<file path="src/rtl/conv_enc_pkg.sv">
// Shared types and constants for the convolutional-encoder sequencing controller.
// The size flag picks the code-block byte count that is drained from the encoder.
package conv_enc_pkg;

  localparam int unsigned SMALL_BYTES = 132;
  localparam int unsigned LARGE_BYTES = 768;
  localparam int unsigned TIMEOUT_CYC = 2048;
  localparam int unsigned CNT_W       = 12;

  localparam logic [CNT_W-1:0] WDOG_LAST = CNT_W'(TIMEOUT_CYC - 1);

  typedef enum logic [3:0] {
    IDLE      = 4'd0,
    FETCH     = 4'd1,
    LOAD      = 4'd2,
    WAIT_DATA = 4'd3,
    START     = 4'd4,
    ENCODE    = 4'd5,
    DRAIN     = 4'd6,
    DONE      = 4'd7,
    ERR       = 4'd8
  } state_t;

  function automatic logic [CNT_W-1:0] size_to_bytes(input logic size);
    logic [CNT_W-1:0] n;
    if (size) begin
      n = CNT_W'(LARGE_BYTES);
    end else begin
      n = CNT_W'(SMALL_BYTES);
    end
    return n;
  endfunction

endpackage

</file>
<file path="src/rtl/conv_enc_drain_cnt.sv">
// Sub-block drain counters: gates encoder reads with downstream ready, tracks
// issued and returned triples, and flags the final returned triple of the block.
module conv_enc_drain_cnt
  import conv_enc_pkg::*;
(
  input  logic             clk,
  input  logic             reset,
  input  logic             clr,
  input  logic             active,
  input  logic             ds_ready,
  input  logic [CNT_W-1:0] target,
  output logic             rdreq,
  output logic             out_valid,
  output logic             out_last
);

  logic [CNT_W-1:0] iss_cnt_r;
  logic [CNT_W-1:0] ret_cnt_r;
  logic             valid_r;

  // Read request drops in the same cycle ds_ready drops; one triple may still be in flight.
  assign rdreq     = active && ds_ready && (iss_cnt_r < target);
  assign out_valid = valid_r;
  assign out_last  = valid_r && (ret_cnt_r == (target - CNT_W'(1)));

  // Issued/returned counters and the one-cycle encoder read-latency stage
  always_ff @(posedge clk) begin
    if (reset) begin
      iss_cnt_r <= '0;
      ret_cnt_r <= '0;
      valid_r   <= 1'b0;
    end else if (clr) begin
      iss_cnt_r <= '0;
      ret_cnt_r <= '0;
      valid_r   <= 1'b0;
    end else begin
      valid_r <= rdreq;
      if (rdreq) begin
        iss_cnt_r <= iss_cnt_r + CNT_W'(1);
      end
      if (valid_r) begin
        ret_cnt_r <= ret_cnt_r + CNT_W'(1);
      end
    end
  end

endmodule

</file>
<file path="src/rtl/conv_enc_ctrl.sv">
// Sequencing controller for the tail-biting convolutional encoder: fetches block
// metadata, starts the encoder, drains q0/q1/q2 and guards the encode phase with a watchdog.
module conv_enc_ctrl
  import conv_enc_pkg::*;
(
  input  logic        clk,
  input  logic        reset,
  input  logic        meta_empty,
  input  logic        meta_size,
  input  logic [7:0]  meta_tail,
  output logic        meta_rdreq,
  input  logic        blk_empty,
  output logic        enc_blk_ready,
  output logic [7:0]  enc_tail_byte,
  output logic        enc_size,
  input  logic        enc_done,
  output logic        enc_rdreq_subblock,
  input  logic        ds_ready,
  output logic        out_valid,
  output logic        out_last,
  output logic        out_size,
  output logic        busy,
  output logic        err_timeout,
  output logic [15:0] blk_count
);

  state_t           state_r;
  state_t           state_nx_s;
  logic [CNT_W-1:0] wdog_r;
  logic [CNT_W-1:0] target_r;
  logic [7:0]       tail_r;
  logic             size_r;
  logic             meta_rdreq_r;
  logic             blk_ready_r;
  logic             busy_r;
  logic             err_r;
  logic [15:0]      blk_cnt_r;
  logic             last_s;

  conv_enc_drain_cnt u_drain (
    .clk       (clk),
    .reset     (reset),
    .clr       (state_r == LOAD),
    .active    (state_r == DRAIN),
    .ds_ready  (ds_ready),
    .target    (target_r),
    .rdreq     (enc_rdreq_subblock),
    .out_valid (out_valid),
    .out_last  (last_s)
  );

  assign out_last      = last_s;
  assign meta_rdreq    = meta_rdreq_r;
  assign enc_blk_ready = blk_ready_r;
  assign enc_tail_byte = tail_r;
  assign enc_size      = size_r;
  assign out_size      = size_r;
  assign busy          = busy_r;
  assign err_timeout   = err_r;
  assign blk_count     = blk_cnt_r;

  // Next-state decode for the block sequencing FSM
  always_comb begin
    state_nx_s = state_r;
    case (state_r)
      IDLE: begin
        if (!meta_empty) state_nx_s = FETCH;
        else             state_nx_s = IDLE;
      end
      FETCH:     state_nx_s = LOAD;
      LOAD:      state_nx_s = WAIT_DATA;
      WAIT_DATA: begin
        if (!blk_empty) state_nx_s = START;
        else            state_nx_s = WAIT_DATA;
      end
      START:     state_nx_s = ENCODE;
      ENCODE: begin
        // A done arriving on the last watchdog cycle still completes the block.
        if (enc_done)                 state_nx_s = DRAIN;
        else if (wdog_r == WDOG_LAST) state_nx_s = ERR;
        else                          state_nx_s = ENCODE;
      end
      DRAIN: begin
        if (last_s) state_nx_s = DONE;
        else        state_nx_s = DRAIN;
      end
      DONE:      state_nx_s = IDLE;
      ERR:       state_nx_s = ERR;
      default:   state_nx_s = IDLE;
    endcase
  end

  // State register
  always_ff @(posedge clk) begin
    if (reset) state_r <= IDLE;
    else       state_r <= state_nx_s;
  end

  // Encode-phase watchdog, cleared on the start pulse
  always_ff @(posedge clk) begin
    if (reset) begin
      wdog_r <= '0;
    end else if (state_r == START) begin
      wdog_r <= '0;
    end else if (state_r == ENCODE) begin
      wdog_r <= wdog_r + CNT_W'(1);
    end
  end

  // Metadata latch; the FIFO q is valid the cycle after the read request
  always_ff @(posedge clk) begin
    if (reset) begin
      tail_r   <= 8'd0;
      size_r   <= 1'b0;
      target_r <= '0;
    end else if (state_r == LOAD) begin
      tail_r   <= meta_tail;
      size_r   <= meta_size;
      target_r <= size_to_bytes(meta_size);
    end
  end

  // Registered control/status outputs decoded from the upcoming state
  always_ff @(posedge clk) begin
    if (reset) begin
      meta_rdreq_r <= 1'b0;
      blk_ready_r  <= 1'b0;
      busy_r       <= 1'b0;
      err_r        <= 1'b0;
      blk_cnt_r    <= 16'd0;
    end else begin
      meta_rdreq_r <= (state_nx_s == FETCH);
      blk_ready_r  <= (state_nx_s == START);
      busy_r       <= (state_nx_s != IDLE) && (state_nx_s != ERR);
      err_r        <= err_r || (state_nx_s == ERR);
      if (state_r == DONE) begin
        blk_cnt_r <= blk_cnt_r + 16'd1;
      end
    end
  end

endmodule

</file>
<file path="config.mk">
export PLATFORM = sky130hd
export DESIGN_NAME = conv_enc_ctrl
export DESIGN_NICKNAME = d
export VERILOG_FILES = /design/src/rtl/conv_enc_pkg.sv /design/src/rtl/conv_enc_drain_cnt.sv /design/src/rtl/conv_enc_ctrl.sv
export SDC_FILE = /design/constraint.sdc
export NUM_CORES = 1
export LEC_CHECK = 0
export CORE_ASPECT_RATIO = 0.6
export CORE_UTILIZATION = 54
export CTS_CLUSTER_SIZE = 14
export DETAILED_ROUTE_END_ITERATION = 8
export GPL_ROUTABILITY_DRIVEN = 0
export PLACE_DENSITY = 0.77
export SKIP_LAST_GASP = 1
export SYNTH_ARGS = -nofsm -noshare
export SYNTH_HDL_FRONTEND = slang
export SYNTH_SLANG_ARGS = --single-unit
</file>
<file path="constraint.sdc">
create_clock -name clk -period 2.2 [get_ports clk]
set_input_delay 0.33 -clock clk [delete_from_list [all_inputs] [get_ports clk]]
set_output_delay 0.33 -clock clk [all_outputs]
set_load 0.005 [all_outputs]
</file>
== Word level (Yosys, flattened, before mapping) ==
Cells that the tools add are included.
W data, S select, Z words.
Storage, ports and cells
  flip-flop bits (word level): 82
  bits of input ports: 15
Operators by class
  reductions and logical operators: 9
  equal/unequal tests: 14
  order comparisons: 1
  multiplexer cells: 7
  add/subtract/negate cells: 5
Operators by type and width (number)
  $add A12 B1 Y12 const B: 3
  $pmux W4 S8: 1
  $eq A4 B3 Y1 const B: 5
  $add A16 B1 Y16 const B: 1
  $eq A12 B11 Y1 const B: 1
  $eq A12 B12 Y1: 1
  $lt A12 B12 Y1: 1
  $sub A12 B1 Y12 const B: 1
  $mux W10: 1
  $eq A4 B1 Y1 const B: 2
  $eq A4 B2 Y1 const B: 2
  $eq A4 B4 Y1 const B: 2
  $mux W4: 2
  $logic_and A1 B1 Y1: 4
  $logic_not A4 Y1: 1
  $ne A4 B4 Y1 const B: 1
  $reduce_bool A4 Y1: 1
  $reduce_or A2 Y1: 2
  $mux W3: 1
  $mux W1: 2
  $logic_or A1 B1 Y1: 1

== Depth between registers and ports, before layout ==
  depth after elaboration: 7
  mapped depth: 8
  gate-level depth less buffers: 7

== Hierarchy ==
From an unflattened synthesis, not the netlist that was laid out.
Second synthesis, totals
  cells, all modules: 460
  area, all modules: 3903.7 µm²
By module, submodules not included
  conv_enc_ctrl: area each 2030.7 µm², cells an instance 228, times used 1, sequential area each 920.9 µm²
  conv_enc_drain_cnt: area each 1873.0 µm², cells an instance 232, times used 1, sequential area each 500.5 µm²

== Worst setup path after synthesis ==
Ideal clock, no wire load.
  path type: reg-to-reg
  start point: reg target_r[8]
  end point: reg meta_rdreq_r, in the netlist meta_rdreq
  slack: 0.103 ns
  arrival: 2.036 ns
  setup time: 0.061 ns
  cell stages (with the launch flop): 8
  required time: 2.139 ns
  path through: dfxtp_1 > inv_1 > ha_1 > or3_1 > a211o_1 > a2111oi_4 > a221oi_2 > and4bb_1
Between the ends
  word-level cells in the longest chain between the ends: 6
Ends and longest elaborated chain
  start, declared: RTL line conv_enc_ctrl.sv:30  | logic [CNT_W-1:0] target_r;
  start signal, assigned: RTL line conv_enc_ctrl.sv:119  | target_r <= size_to_bytes(meta_size);
  $sub A12 B1 Y12: RTL line conv_enc_drain_cnt.sv:24  | assign out_last = valid_r && (ret_cnt_r == (target - CNT_W'(1)));
  $eq A12 B12 Y1: RTL line conv_enc_drain_cnt.sv:24
  $logic_and A1 B1 Y1: RTL line conv_enc_drain_cnt.sv:24
  named net out_last: RTL line conv_enc_ctrl.sv:20  | output logic out_last,
  $mux W1: RTL line conv_enc_ctrl.sv:84  | if (last_s) state_nx_s = DONE;
  $pmux W4 S8: RTL line conv_enc_ctrl.sv:65  | case (state_r)
  $eq A4 B1 Y1: RTL line conv_enc_ctrl.sv:132  | meta_rdreq_r <= (state_nx_s == FETCH);
  end signal, assigned: RTL line conv_enc_ctrl.sv:132
  end, declared: RTL line conv_enc_ctrl.sv:33  | logic meta_rdreq_r;
The timed path passes the listed nets, and every way through them passes these cells.
A chain may end at the register's enable or synchronous reset.

== Worst setup path in the final report ==
  start point: reg u_drain.ret_cnt_r[3]
  end point: out out_last
Between the ends
  word-level cells in the longest chain between the ends: 2
Ends and longest elaborated chain
  start, declared: RTL line conv_enc_drain_cnt.sv:18  | logic [CNT_W-1:0] ret_cnt_r;
  start signal, assigned: RTL line conv_enc_drain_cnt.sv:42  | ret_cnt_r <= ret_cnt_r + CNT_W'(1);
  $eq A12 B12 Y1: RTL line conv_enc_drain_cnt.sv:24
  $logic_and A1 B1 Y1: RTL line conv_enc_drain_cnt.sv:24
  end, declared: RTL line conv_enc_ctrl.sv:20
Every way passes these cells.

==> qor.yml <==
yosys:
  synth_cells: 373
  synth_edf_count: 0
  prevailing_post_synth_register_cell: "sky130_fd_sc_hd__dfxtp_1"
  synth_top_cells_by_area: "sky130_fd_sc_hd__dfxtp_1, sky130_fd_sc_hd__nor2_1, sky130_fd_sc_hd__xnor2_1"
  synth_fp_nets: 397
  synthMostInstantiatedCell: "sky130_fd_sc_hd__dfxtp_1"
  seq_cells_post_synth: 71
  synthDominantCellAreaShare: 0.443
  synth_area_sq_mm: 0.00321
  yosys.cell_types.count: 39
  count_of_warnings_emitted_by_yosys: 0
  ys_top_cells_by_count: "sky130_fd_sc_hd__dfxtp_1, sky130_fd_sc_hd__nor2_1, sky130_fd_sc_hd__nand2_1, sky130_fd_sc_hd__xnor2_1, sky130_fd_sc_hd__a21oi_1"
  seq_area_frac_synth: 0.443
  synth-async-reset-ratio: 0
  synth_area_per_cell_sq_um: 8.61
  synth_area_leader_cell: "sky130_fd_sc_hd__dfxtp_1"
pwr:
  total_power_w: 0.00254
  powerDensity_mw_per_mm2: 609
  p_sw_w: 0.000600
  clockPowerShare: 0.386
  maximum_resistive_drop_on_vdd_uv: 421
  power.sequential.fraction: 0.517
  intPower_w: 0.00194
  power.share.combinational: 0.096
  sw_frac_of_total: 0.237
  leakage_nw: 1.52
clock_tree:
  tritoncts_num_sinks: 71
  number_of_buffers_created_by_cts: 9
  cts.root.buffer_cell: "sky130_fd_sc_hd__clkbuf_8"
  clk_transition_reported_paths_ns: 0.08
  clkLatencyLatePin_ns: 0.35
  clock_tree.htree_level_count: 3
  holdBufCountCts: 0
  cts_tree: "yes"
  cts_buffer_depth: 2
worst_setup_path:
  timing.critical_path.required_ns: 1.87
  critPathLaunchType: "register"
  cpPeakStageDelay_ns: 0.49
  critPathSlowestCell: "sky130_fd_sc_hd__or4_1"
  endpoint_kind: "output port"
  crit_chain: "or4_1 -> or3_4 -> a2111oi_4 -> buf_2"
  critical_path_peak_fanout: 2
  top_family_by_delay_on_critical_path: "simple AND/OR/NAND/NOR gates"
  arrival_ns: 2.01
  ff2ff_setup_slack_ns: 0.04
  critical_path_buf_inv_count: 1
  worst-setup-path-type: "reg2out"
detailed_routing:
  ant_nets: 0
  drtPass1Iterations: 4
  detail_route.wirelength_um: 7090
  vias: 2744
  route.detailed.vias_per_inst: 5.26
  drc: 0
  routed_wire_length_per_instance_um: 13.6
  first_iter_violations: 78
floorplanning:
  fp.coreArea_sq_mm: 0.00565
  floorplan.initialDensity: 0.568
  ios: 48
  fp.dieArea_sq_mm: 0.00627
  die_width_um: 102
  core.rowCount: 21
  die_h_um: 61.7
finish:
  drive_above_1_share: 0.133
  finalNetCount: 461
  diodes: 0
  syn2layout_area_growth_pct: 29.6
  final_instance_area_sq_mm: 0.00416
  fin_cells: 522
placed_design:
  buffer_ports.inserted: 47
  post_dp_cell_area_sq_mm: 0.00388
  dp_cells: 504
  hpwl_um: 4950
global_routing:
  first_global_vias: 2397
  global_route.overflow_total: 0
  grt_use_total: 0.235
  grt_first_pass_wirelength_um: 10900
  grt_start_max_net_pins: 26
  antenna_found_initial: 0
timing:
  finalClockSkew_ns: 0.0109
  timing_max_transition_violations_final: 0
  final_hold_viol_count: 0
  final_setup_slack_of_the_worst_path_ns: -0.137
  layout_min_cycle_time_ns: 2.34
  period_share: 1.06
  fmax_mhz: 428
  setup-violations-final: 1
  grt_setup_unrepaired: "true"
  max_slew_margin: 0.718
  tightestPinTransition_ns: 0.417
job:
  max_capacitance_violation_count: 0
status:
  status: "finished with violations"
  violations: "setup timing"
min_path:
  hold_path.class: "reg2reg"
cells in the final DEF (no fill, tap or decap), types with 3 or more instances in the layout:
cell type,n
sky130_fd_sc_hd__clkbuf_8,9
sky130_fd_sc_hd__nand3_1,13
sky130_fd_sc_hd__nand2_1,40
sky130_fd_sc_hd__or3_1,7
sky130_fd_sc_hd__and4_1,3
sky130_fd_sc_hd__and3_1,9
sky130_fd_sc_hd__xor2_1,20
sky130_fd_sc_hd__clkinv_2,5
sky130_fd_sc_hd__xnor2_1,24
sky130_fd_sc_hd__inv_1,8
sky130_fd_sc_hd__nor4b_1,4
sky130_fd_sc_hd__ha_1,7
sky130_fd_sc_hd__nand2b_1,3
sky130_fd_sc_hd__nor2_1,58
sky130_fd_sc_hd__nor3_1,9
sky130_fd_sc_hd__nand4_1,12
sky130_fd_sc_hd__clkdlybuf4s50_1,45
sky130_fd_sc_hd__a21oi_1,20
sky130_fd_sc_hd__dfxtp_1,70
sky130_fd_sc_hd__o21ai_0,7
sky130_fd_sc_hd__nor2b_1,4
sky130_fd_sc_hd__mux2i_1,3
sky130_fd_sc_hd__buf_4,25
sky130_fd_sc_hd__nor4b_4,3
what timing repair did:
action / CTS / global route
endpoints found under the hold margin: 0 / 0
setup endpoints to repair: 2 / 13
setup buffers: 2 / 1
pin swaps: 4 / 8
gates resized for setup: 11 / 12
cell type report:
type | count | area, sq um
inverters | 8 | 30.0
fillers | 418 | 1490
repair buffers | 72 | 648
flip-flops and latches | 71 | 1420
well taps | 80 | 100
clock buffers | 9 | 124
clock inverters | 7 | 63.8
multi-input cells | 275 | 1770
per-layer routing:
layer | GRT usage | wire (um)
met1 | 0.315 | 3440
met2 | 0.350 | 3180
met3 | 0.0817 | 403
met4 | 0.0973 | 71
met5 | 0 | 0
cells by family after synthesis:
group,count (synthesis),share of synthesized area
AO/OA/AOI/OAI,38,0.0760
multiplexers,3,0.00935
AND/OR/NAND/NOR,181,0.284
flip-flops,71,0.443
XOR/XNOR,44,0.120
buffers and inverters,27,0.0327
adder cells (fa/ha/maj),9,0.0351
stage by stage:
step	utilization	TNS, ns	hold slack (ns)	setup slack (ns)
after floorplan	-	0	0.408	0.103
after global placement	0.687	-0.254	0.415	-0.208
after detailed placement	0.687	-0.287	0.422	-0.241
after CTS	0.725	-0.142	0.453	-0.142
after global routing	0.737	-0.344	0.478	-0.206
final	0.737	-0.137	0.454	-0.137
power groups by stage:
stage / logic (W) / clock network, W / registers, W
floorplan: 0.000118 / 0 / 0.00134
global placement: 0.000220 / 0 / 0.00134
detailed placement: 0.000223 / 0 / 0.00134
CTS: 0.000227 / 0.00101 / 0.00131
global route: 0.000266 / 0.00106 / 0.00131
finish: 0.000245 / 0.000979 / 0.00131
worst min-delay path, cell delays in order (launching register included):
cell                      delay, ns
sky130_fd_sc_hd__dfxtp_1       0.31
sky130_fd_sc_hd__nand2_1       0.05
sky130_fd_sc_hd__a21oi_1       0.05
state kept, by name, summed over array words and instances, names as in the netlist:
| register | cells |
|---|---|
| enc_tail_byte | 8 |
| u_drain.iss_cnt_r | 12 |
| state_r | 4 |
| busy | 1 |
| u_drain.ret_cnt_r | 12 |
| wdog_r | 12 |
| meta_rdreq | 1 |
| err_timeout | 1 |
| enc_blk_ready | 1 |
| u_drain.out_valid | 1 |
| target_r | 2 |
| blk_count | 16 |
final timing paths:
path / from / endpoint / cells past startpoint
setup reg to reg: target_r[7]$_SDFFE_PP0P_ / u_drain.iss_cnt_r[8]$_SDFFE_PP0P_ / 9
hold / removal: enc_tail_byte[0]$_SDFFE_PP0P_ / enc_tail_byte[0]$_SDFFE_PP0P_ / 2
setup / recovery: u_drain.ret_cnt_r[3]$_SDFFE_PP0P_ / out_last / 4
hold reg to reg: enc_tail_byte[0]$_SDFFE_PP0P_ / enc_tail_byte[0]$_SDFFE_PP0P_ / 2
Note: power is estimated with default switching activity, not from simulation.
